$ cat config.mk
export PLATFORM = sky130hd
export DESIGN_NAME = mcs_sampler_flat
export DESIGN_NICKNAME = d
export VERILOG_FILES = /design/src/rtl/mcs_sampler_if.sv /design/src/rtl/mcs_sampler.sv /design/src/flat_wrapper.sv
export SDC_FILE = /design/constraint.sdc
export NUM_CORES = 1
export LEC_CHECK = 0
export BUFFER_PORTS_ARGS = -buffer_cell sky130_fd_sc_hd__buf_2
export CORE_MARGIN = 2
export CORE_UTILIZATION = 61
export CTS_CLUSTER_SIZE = 25
export DETAILED_ROUTE_END_ITERATION = 7
export GPL_ROUTABILITY_DRIVEN = 0
export PLACE_DENSITY = 0.86
export SYNTH_ARGS = -nofsm -noshare
export SYNTH_HDL_FRONTEND = slang
export SYNTH_SLANG_ARGS = --single-unit
$ cat constraint.sdc
create_clock -name clk -period 4.6 [get_ports clk]
set_clock_uncertainty 0.1 [all_clocks]
set_input_delay 0.23 -clock clk [delete_from_list [all_inputs] [get_ports clk]]
set_output_delay 0.23 -clock clk [all_outputs]
set_load 0.05 [all_outputs]
$ cat src/rtl/mcs_sampler_if.sv
// mcs_sampler_if: stream bundle between the producers, the sampler and the packetiser.
//
// Signals:
//   in_valid  [CHANNELS]        per-channel sample request (producer -> sampler)
//   in_data   [CHANNELS*WIDTH]  channel i at bits [i*WIDTH +: WIDTH]
//   in_ready  [CHANNELS]        per-channel accept (sampler -> producer)
//   out_valid / out_ready       registered output stream handshake
//   out_data  [WIDTH]           sample data
//   out_chan  [CH_W]            source channel of out_data
//   out_ts    [TS_W]            capture timestamp, present only with MCS_TIMESTAMP_EN
//
// Modports: master = producers + downstream side (testbench), slave = sampler side.
// Optional feature macro: MCS_TIMESTAMP_EN.
interface mcs_sampler_if #(
    parameter int unsigned WIDTH    = 32,
    parameter int unsigned CHANNELS = 4
`ifdef MCS_TIMESTAMP_EN
    ,
    parameter int unsigned TS_W     = 16
`endif
);
    localparam int unsigned CH_W = (CHANNELS > 1) ? $clog2(CHANNELS) : 1;

    logic [CHANNELS-1:0]       in_valid;
    logic [CHANNELS*WIDTH-1:0] in_data;
    logic [CHANNELS-1:0]       in_ready;
    logic                      out_valid;
    logic                      out_ready;
    logic [WIDTH-1:0]          out_data;
    logic [CH_W-1:0]           out_chan;
`ifdef MCS_TIMESTAMP_EN
    logic [TS_W-1:0]           out_ts;
`endif

    modport master (
        output in_valid, in_data, out_ready,
        input  in_ready, out_valid, out_data, out_chan
`ifdef MCS_TIMESTAMP_EN
        , input out_ts
`endif
    );

    modport slave (
        input  in_valid, in_data, out_ready,
        output in_ready, out_valid, out_data, out_chan
`ifdef MCS_TIMESTAMP_EN
        , output out_ts
`endif
    );
endinterface

$ cat src/rtl/mcs_sampler.sv
// mcs_sampler: multi-channel rate-limited sampler.
//
// Each channel has a saturating cycle counter and a one-entry holding slot. A channel is
// ready when its counter has reached thr and its slot is empty. Full slots drain through a
// round-robin arbiter into a registered valid/ready output tagged with the channel index.
//
// Ports:
//   clk   sole clock, rising edge
//   rst   synchronous, active-high reset
//   thr   minimum cycles between accepted samples (shared by all channels)
//   bus   mcs_sampler_if.slave: per-channel inputs and the output stream
//
// Optional feature macro: MCS_TIMESTAMP_EN adds a free-running TS_W-bit timestamp that is
// captured with each sample and forwarded on out_ts.
module mcs_sampler #(
    parameter int unsigned WIDTH    = 32,
    parameter int unsigned CHANNELS = 4,
    parameter int unsigned THR_W    = 8
`ifdef MCS_TIMESTAMP_EN
    ,
    parameter int unsigned TS_W     = 16
`endif
) (
    input  logic             clk,
    input  logic             rst,
    input  logic [THR_W-1:0] thr,
    mcs_sampler_if.slave     bus
);
    localparam int unsigned CH_W = (CHANNELS > 1) ? $clog2(CHANNELS) : 1;
    localparam logic [THR_W-1:0] CntMax = {THR_W{1'b1}};

    logic [THR_W-1:0]    cnt_q       [CHANNELS];
    logic [THR_W-1:0]    cnt_d       [CHANNELS];
    logic [WIDTH-1:0]    slot_data_q [CHANNELS];
    logic [WIDTH-1:0]    slot_data_d [CHANNELS];
    logic [CHANNELS-1:0] slot_full_q, slot_full_d;
    logic                out_valid_q, out_valid_d;
    logic [WIDTH-1:0]    out_data_q, out_data_d;
    logic [CH_W-1:0]     out_chan_q, out_chan_d;
    logic [CH_W-1:0]     rr_ptr_q, rr_ptr_d;
`ifdef MCS_TIMESTAMP_EN
    logic [TS_W-1:0]     ts_q, ts_d;
    logic [TS_W-1:0]     slot_ts_q [CHANNELS];
    logic [TS_W-1:0]     slot_ts_d [CHANNELS];
    logic [TS_W-1:0]     out_ts_q, out_ts_d;
`endif

    logic [CHANNELS-1:0] in_ready;
    logic [CHANNELS-1:0] accept;
    logic                grant_vld;
    logic [CH_W-1:0]     grant_idx;
    logic                load;

    // Round-robin: first full slot strictly after rr_ptr, wrapping.
    always_comb begin
        int unsigned idx;
        logic [CH_W-1:0] j;
        grant_vld = 1'b0;
        grant_idx = '0;
        idx       = 0;
        j         = '0;
        for (int unsigned k = 1; k <= CHANNELS; k++) begin
            idx = (32'(rr_ptr_q) + k) % CHANNELS;
            j   = CH_W'(idx);
            if (!grant_vld && slot_full_q[j]) begin
                grant_vld = 1'b1;
                grant_idx = j;
            end
        end
    end

    always_comb begin
        for (int i = 0; i < CHANNELS; i++) begin
            // Registered state only: a slot freed this cycle cannot be refilled until next.
            in_ready[i] = (cnt_q[i] >= thr) && !slot_full_q[i];
        end
        accept = bus.in_valid & in_ready;
        load   = (!out_valid_q || bus.out_ready) && grant_vld;

        cnt_d       = cnt_q;
        slot_data_d = slot_data_q;
        slot_full_d = slot_full_q;
        out_valid_d = out_valid_q;
        out_data_d  = out_data_q;
        out_chan_d  = out_chan_q;
        rr_ptr_d    = rr_ptr_q;
`ifdef MCS_TIMESTAMP_EN
        ts_d        = ts_q + TS_W'(1);
        slot_ts_d   = slot_ts_q;
        out_ts_d    = out_ts_q;
`endif

        // Granted slot is full, accepted slot is empty: the two never hit the same channel.
        if (load) begin
            slot_full_d[grant_idx] = 1'b0;
            rr_ptr_d               = grant_idx;
            out_chan_d             = grant_idx;
            out_data_d             = slot_data_q[grant_idx];
            out_valid_d            = 1'b1;
`ifdef MCS_TIMESTAMP_EN
            out_ts_d               = slot_ts_q[grant_idx];
`endif
        end else if (out_valid_q && bus.out_ready) begin
            out_valid_d = 1'b0;
        end

        for (int i = 0; i < CHANNELS; i++) begin
            if (accept[i]) begin
                cnt_d[i]       = '0;
                slot_data_d[i] = bus.in_data[i*WIDTH +: WIDTH];
                slot_full_d[i] = 1'b1;
`ifdef MCS_TIMESTAMP_EN
                slot_ts_d[i]   = ts_q;
`endif
            end else if (cnt_q[i] != CntMax) begin
                cnt_d[i] = cnt_q[i] + THR_W'(1);
            end
        end
    end

    always_ff @(posedge clk) begin
        if (rst) begin
            for (int i = 0; i < CHANNELS; i++) begin
                cnt_q[i]       <= '0;
                slot_data_q[i] <= '0;
            end
            slot_full_q <= '0;
            out_valid_q <= 1'b0;
            out_data_q  <= '0;
            out_chan_q  <= '0;
            rr_ptr_q    <= CH_W'(CHANNELS - 1);
`ifdef MCS_TIMESTAMP_EN
            ts_q        <= '0;
            for (int i = 0; i < CHANNELS; i++) begin
                slot_ts_q[i] <= '0;
            end
            out_ts_q    <= '0;
`endif
        end else begin
            cnt_q       <= cnt_d;
            slot_data_q <= slot_data_d;
            slot_full_q <= slot_full_d;
            out_valid_q <= out_valid_d;
            out_data_q  <= out_data_d;
            out_chan_q  <= out_chan_d;
            rr_ptr_q    <= rr_ptr_d;
`ifdef MCS_TIMESTAMP_EN
            ts_q        <= ts_d;
            slot_ts_q   <= slot_ts_d;
            out_ts_q    <= out_ts_d;
`endif
        end
    end

    assign bus.in_ready  = in_ready;
    assign bus.out_valid = out_valid_q;
    assign bus.out_data  = out_data_q;
    assign bus.out_chan  = out_chan_q;
`ifdef MCS_TIMESTAMP_EN
    assign bus.out_ts    = out_ts_q;
`endif
endmodule
$ cat src/flat_wrapper.sv
// flat-port wrapper written by rule: the top's interface ports become plain ports
module mcs_sampler_flat 
#(
    parameter int unsigned WIDTH    = 32,
    parameter int unsigned CHANNELS = 4,
    parameter int unsigned THR_W    = 8

)
  (clk, rst, thr, bus_in_valid, bus_in_data, bus_out_ready, bus_in_ready, bus_out_valid, bus_out_data, bus_out_chan);
  mcs_sampler_if #(.WIDTH(WIDTH), .CHANNELS(CHANNELS)) bus_i ();
  input  logic clk;
  input  logic rst;
  input  logic [THR_W-1:0] thr;
  input wire logic [$bits(bus_i.in_valid)-1:0] bus_in_valid;
  input wire logic [$bits(bus_i.in_data)-1:0] bus_in_data;
  input wire logic [$bits(bus_i.out_ready)-1:0] bus_out_ready;
  output wire logic [$bits(bus_i.in_ready)-1:0] bus_in_ready;
  output wire logic [$bits(bus_i.out_valid)-1:0] bus_out_valid;
  output wire logic [$bits(bus_i.out_data)-1:0] bus_out_data;
  output wire logic [$bits(bus_i.out_chan)-1:0] bus_out_chan;
  assign bus_i.in_valid = bus_in_valid;
  assign bus_i.in_data = bus_in_data;
  assign bus_i.out_ready = bus_out_ready;
  assign bus_in_ready = bus_i.in_ready;
  assign bus_out_valid = bus_i.out_valid;
  assign bus_out_data = bus_i.out_data;
  assign bus_out_chan = bus_i.out_chan;
  mcs_sampler #(.WIDTH(WIDTH), .CHANNELS(CHANNELS), .THR_W(THR_W)) u_core (.clk(clk), .rst(rst), .thr(thr), .bus(bus_i));
endmodule
==> results of run 1 <==
## cell type report
cell class,instances,area (um2)
Multi-Input combinational cell,793,5990
Fill cell,1006,3380
Clock inverter,4,31.3
Inverter,19,71.3
Tap cell,220,275
Sequential cell,201,4020
Timing Repair Buffer,320,2280
Clock buffer,34,656
## registers in the layout (all words and copies together), names as in the netlist
| name | cells |
|---|---|
| u_core.cnt_q | 32 |
| u_core.rr_ptr_q | 2 |
| u_core.bus.out_data | 32 |
| u_core.bus.out_chan | 2 |
| u_core.slot_full_q | 4 |
| u_core.bus.out_valid | 1 |
| u_core.slot_data_q | 128 |
## synth_stat cells, drive strengths merged (17+ instances only)
cell type and count:
a211oi 24, a221oi 24, buf 31, clkbuf 49, dfxtp 201, ha 36
inv 19, mux2 32, mux2i 154, nand2 46, nand2b 262, nand3 17
nor2 40, nor3 27, o21ai 21
## worst max-delay path, cell delays in order, from the launching register on
cell and delay (ns):
dfxtp_1 0.39, nor4_2 0.51, or2_1 0.55, buf_4 0.40, a221oi_1 0.15, a211oi_1 0.51
## power breakdown
group | internal (mW) | switching, mW | leakage [nW] | total, mW
Clock | 0.979 | 0.708 | 0.340 | 1.69
Combinational | 0.216 | 0.190 | 3.35 | 0.406
Sequential | 1.76 | 0.0211 | 1.62 | 1.78
Total | 2.96 | 0.919 | 5.31 | 3.88
## layout by cell type, fill, tap and decap left out, types with 4 or more instances in the layout
cell type      instances
a2111oi_0              7
a211oi_1              18
a211oi_2               6
a21o_1                12
a21oi_1               12
a221oi_1              24
a31oi_1               13
a32o_2                 4
and3_1                 8
and4_1                 7
buf_2                180
buf_4                 11
clkbuf_1               6
clkbuf_16             22
clkbuf_8               6
dfxtp_1              201
dlygate4sd3_1        128
ha_1                  36
inv_1                 16
mux2_2                 8
mux2_4                21
mux2i_1              154
nand2_1               46
nand2b_1             262
nand3_1               17
nand3b_1               8
nand4_1                4
nor2_1                39
nor3_1                27
o21ai_0                6
o21ai_1               15
xnor2_1                4
xor2_1                 5
## routing by layer
metal	vias up	GRT usage	share of wire
li1	4340	-	-
met1	4279	0.420	0.42
met2	385	0.540	0.48
met3	102	0.0424	0.060
met4	0	0.140	0.043
met5	-	0	0
## kinds of logic after synthesis
logic type	after synthesis	share of synthesized area
XOR/XNOR	9	0.00753
adder cells (fa/ha/maj)	36	0.0431
buffers and inverters	99	0.0446
AO/OA/AOI/OAI	131	0.0951
AND/OR/NAND/NOR	431	0.236
flip-flops	201	0.385
multiplexers	186	0.189
## worst max-delay path by stage
stage / start / endpoint
4_1_cts: u_core.cnt_q[24] / u_core.slot_data_q[115]
6_report: u_core.slot_full_q[3] / u_core.bus.out_data[14]
3_5_place_dp: thr[2] / u_core.slot_data_q[114]
3_3_place_gp: u_core.cnt_q[24] / u_core.slot_data_q[113]
2_1_floorplan: u_core.cnt_q[16] / bus_in_ready[1]
5_1_grt: u_core.slot_full_q[3] / u_core.bus.out_data[14]
## per-stage QoR
step	cells	instance area [um2]	setup WS, ns	total power [mW]	hold slack [ns]
after floorplan	1093	10500	2.54	2.01	0.285
after global placement	1425	11400	2.13	2.12	0.356
after detailed placement	1425	11400	2.05	2.13	0.360
after CTS	1591	13300	2.02	3.87	0.0905
after global routing	1591	13300	1.79	3.99	0.166
final	1591	13300	1.82	3.88	0.118
==> impl_metrics.toml, run 1 <==
[routing]
via_per_inst = 5.72
ant_nets = 0
drcViolationCount = 0
wirelength_mm = 30.1
firstDrtPassIters = 5
drt_iter0_markers = 652
vias = 9106
wl_per_cell_um = 18.9

[global_route]
grt_pass1_wl_mm = 46.6
grt_usage = 0.323
grt_overflow = 0
antenna_found_initial = 0
grt_pass1_vias = 9025
grt_start_max_net_pins = 170

[timing]
tightest_slew_ns = 1.00
finalMaxSlewViolations = 0
finalHoldViolations = 0
fin_setup_tns_ns = 0
slew_headroom = 0.331
max_clock_freq_ghz = 0.359
finalCritPeriodShare = 0.605
rsz0062_at_grt = "no"
finalSetupViolations = 0
min_period_ns = 2.78

[power_and_ir_drop]
max-vdd-ir-drop_mv = 0.339
power.density_nw_per_um2 = 291
p_leak_nw = 5.31

[critical_path]
critPathKind = "flop to flop"
r2r-end = "u_core.bus.out_data[14]"
crit_path_start_kind = "flop"
rrSetupSlack_ns = 1.82
r2r_cells = 5
crit_fanout = 23
cp.required_ns = 4.86
worstReg2RegStart = "u_core.slot_full_q[3]"
cp-end-kind = "flop"
arrival_ns = 3.04

[synthesis]
async_flop_share = 0
synthTopCellsByArea = "dfxtp_1, nand2b_1, mux2i_1"
synth-edff-count = 0
syn_area_per_cell_um2 = 9.57
synth-seq-cells = 201
synth_area_um2 = 10500
synth-seq-area-share = 0.385
syn_inst = 1093
netlist.area_leader.share = 0.385
yosysTopAreaCell = "dfxtp_1"
synthDistinctLibCells = 54
ys.flop_type = "dfxtp_1"
yosysWarnings = 0
syn-num-nets = 1272

[hold_path]
worstHoldEndpoint = "u_core.bus.out_valid"
min_path_cells = 4
hold_path_class = "input port to flop"
hold_start = "bus_out_ready"

[clock_tree]
cts_root_buffer = "clkbuf_16"
insertion_delay_ns = 0.51
clk_transition_reported_paths_ns = 0.06
h-tree-depth = 1
clock_path_buffers = 3
cts.sink_count = 201
cts.repair.resized = 0
postCtsHoldBufs = 128
cts_setup_buffers = 0
cts_tree = "yes"
cts_inserted_buffers = 22

[placed_design]
hpwl_mm = 17.7
port_buffers = 181

[die]
ios = 182
start_util = 0.626
die_area_um2 = 18200
core_area_um2 = 16700
dieHeight_um = 135
die_width_um = 135
row_count = 47

[layout]
area_growth_pct = 27.3
drive_gt1_frac = 0.198
nNetsFinal = 1536
final_core_util = 0.797
n_antenna_cell = 0

[job]
max_cap_viol_count = 0

[outcome]
status = "finished clean"
(Power assumes the default switching activity.)
==> run 2, diff against run 1 <==
--- a/config.mk
+++ b/config.mk
@@ -7,11 +7,11 @@
 export LEC_CHECK = 0
 export BUFFER_PORTS_ARGS = -buffer_cell sky130_fd_sc_hd__buf_2
 export CORE_MARGIN = 2
-export CORE_UTILIZATION = 61
+export CORE_UTILIZATION = 57
 export CTS_CLUSTER_SIZE = 25
 export DETAILED_ROUTE_END_ITERATION = 7
 export GPL_ROUTABILITY_DRIVEN = 0
-export PLACE_DENSITY = 0.86
+export PLACE_DENSITY = 0.81
 export SYNTH_ARGS = -nofsm -noshare
 export SYNTH_HDL_FRONTEND = slang
 export SYNTH_SLANG_ARGS = --single-unit
==> constraint.sdc (replaced) <==
create_clock -name clk -period 2.9 [get_ports clk]
set_clock_uncertainty 0.1 [all_clocks]
set_input_delay 0.145 -clock clk [delete_from_list [all_inputs] [get_ports clk]]
set_output_delay 0.145 -clock clk [all_outputs]
set_load 0.05 [all_outputs]
==> run 2 against run 1 <==
Utilization fell by 5.0 points; count of clock-buffer cells in the layout fell by 6; sequential share of layout area fell by 0.25 points; die area rose by 6.8%; critical path depth did not move; design area rose by 0.85%; worst setup slack got worse by 1.4 ns; critical path type unchanged; critical endpoint is now u_core.bus.out_data[15].
==> impl_metrics.toml, run 2 (synthesis results as in run 1) <==
[outcome]
status = "finished clean"

[critical_path]
critical-path-top-delay-family = "compound AO/OA/AOI/OAI gates"
cp-end-kind = "flop"
critPathKind = "flop to flop"
cp_slowest_cell = "o221a_4"
arrival_ns = 2.78
crit_buf_inv = 0
path_cells = "nor2b_1 > o221a_4 > mux2_4 > nand2_1 > a211oi_1"
cp.required_ns = 3.21
slowest_delay_ns = 0.82
crit_fanout = 43
crit_path_start_kind = "flop"

[power_and_ir_drop]
p_leak_nw = 5.36
max-vdd-ir-drop_mv = 0.513
power.density_nw_per_um2 = 459

[clock_tree]
cts.sink_count = 201
cts_tree = "yes"
clk_transition_reported_paths_ns = 0.06
insertion_delay_ns = 0.50
cts_setup_buffers = 0
cts_root_buffer = "clkbuf_16"
h-tree-depth = 1
clock_path_buffers = 3
cts.repair.resized = 0
cts_inserted_buffers = 22

[timing]
min_period_ns = 2.47
slew_headroom = 0.289
rsz0062_at_grt = "no"
finalMaxSlewViolations = 0
tightest_slew_ns = 1.06
finalCritPeriodShare = 0.853
finalHoldViolations = 0
fin_setup_tns_ns = 0
finalSetupViolations = 0
max_clock_freq_ghz = 0.404

[layout]
fillCellCount = 1202
multiInputGateArea_um2 = 5990
final_core_util = 0.748
area_growth_pct = 28.4
top_register = "u_core.slot_data_q"
n_antenna_cell = 0
drive_gt1_frac = 0.203
largest_reg_flops = 128
register_area_um2 = 4020
final_cell_mix = "nand2b_1, dfxtp_1, buf_2, mux2i_1, dlygate4sd3_1"
nNetsFinal = 1539
final_common_cell = "nand2b_1"

[routing]
firstDrtPassIters = 5
vias = 8935
ant_nets = 0
drt_iter0_markers = 806
via_per_inst = 5.57
drcViolationCount = 0
wirelength_mm = 28.8
wl_per_cell_um = 17.9

[die]
dieHeight_um = 139
core_area_um2 = 18000
ios = 182
row_count = 49
die_width_um = 139
die_area_um2 = 19500
start_util = 0.582

[placed_design]
port_buffers = 181
hpwl_mm = 17.5

[global_route]
grt_overflow = 0
grt_usage = 0.288
antenna_found_initial = 0
grt_pass1_vias = 8893
grt_pass1_wl_mm = 46.1
grt_start_max_net_pins = 118

[hold_path]
hold_path_class = "input port to flop"

[job]
max_cap_viol_count = 0
## run 2: repair_timing
item | CTS | global route
hold buffers | 128 | 0
hold endpoints to repair | 128 | 0
setup endpoints to repair | 0 | 0
## run 2: layer usage
layer | track usage | share of wire | wire [um] | vias up
met4 | 0.0824 | 0.026 | 746 | 0
met1 | 0.388 | 0.44 | 12800 | 4226
li1 | - | - | - | 4338
met3 | 0.0430 | 0.056 | 1610 | 63
met5 | 0 | 0 | 0 | -
met2 | 0.482 | 0.47 | 13600 | 308
## run 2: final cells by class
type	instances	area share
clock buffer	28	0.0449
clock inverter	12	0.00745
inverter	19	0.00531
multi-input combinational	793	0.446
sequential	201	0.300
tap	229	0.0213
timing repair buffer	323	0.176
## run 2: report_power, final
part	total (mW)	internal (mW)	leakage, nW	switching, mW
logic	0.639	0.345	3.38	0.294
clock network	2.71	1.57	0.357	1.14
registers	2.83	2.79	1.62	0.0316
total	6.17	4.71	5.36	1.46
## run 2: metrics by stage
| step | worst slack (ns) | total power, mW | std cells | cell area, um2 | hold WS [ns] |
|---|---|---|---|---|---|
| 2_1_floorplan | 0.909 | 3.19 | 1093 | 10500 | 0.200 |
| 3_3_place_gp | 0.512 | 3.37 | 1437 | 11400 | 0.310 |
| 3_5_place_dp | 0.495 | 3.38 | 1437 | 11400 | 0.312 |
| 4_1_cts | 0.457 | 6.18 | 1605 | 13400 | 0.0131 |
| 5_1_grt | 0.272 | 6.36 | 1605 | 13400 | 0.0611 |
| 6_report | 0.427 | 6.17 | 1605 | 13400 | 0.0429 |
## run 2: worst reg2reg max path: stages (launching register included)
cell and delay [ns]:
dfxtp_1 0.50, nor2b_1 0.26, o221a_4 0.82, mux2_4 0.32, nand2_1 0.07, a211oi_1 0.31
## run 2: final timing paths
| check | startpoint | to | slack (ns) | cells past startpoint |
|---|---|---|---|---|
| setup / recovery | u_core.slot_full_q[3] | u_core.bus.out_data[15] | 0.43 | 5 |
| hold / removal | bus_out_ready | u_core.bus.out_valid | 0.04 | 4 |
| setup reg to reg | u_core.slot_full_q[3] | u_core.bus.out_data[15] | 0.43 | 5 |
| hold reg to reg | u_core.bus.out_chan[1] | u_core.bus.out_chan[1] | 0.36 | 2 |
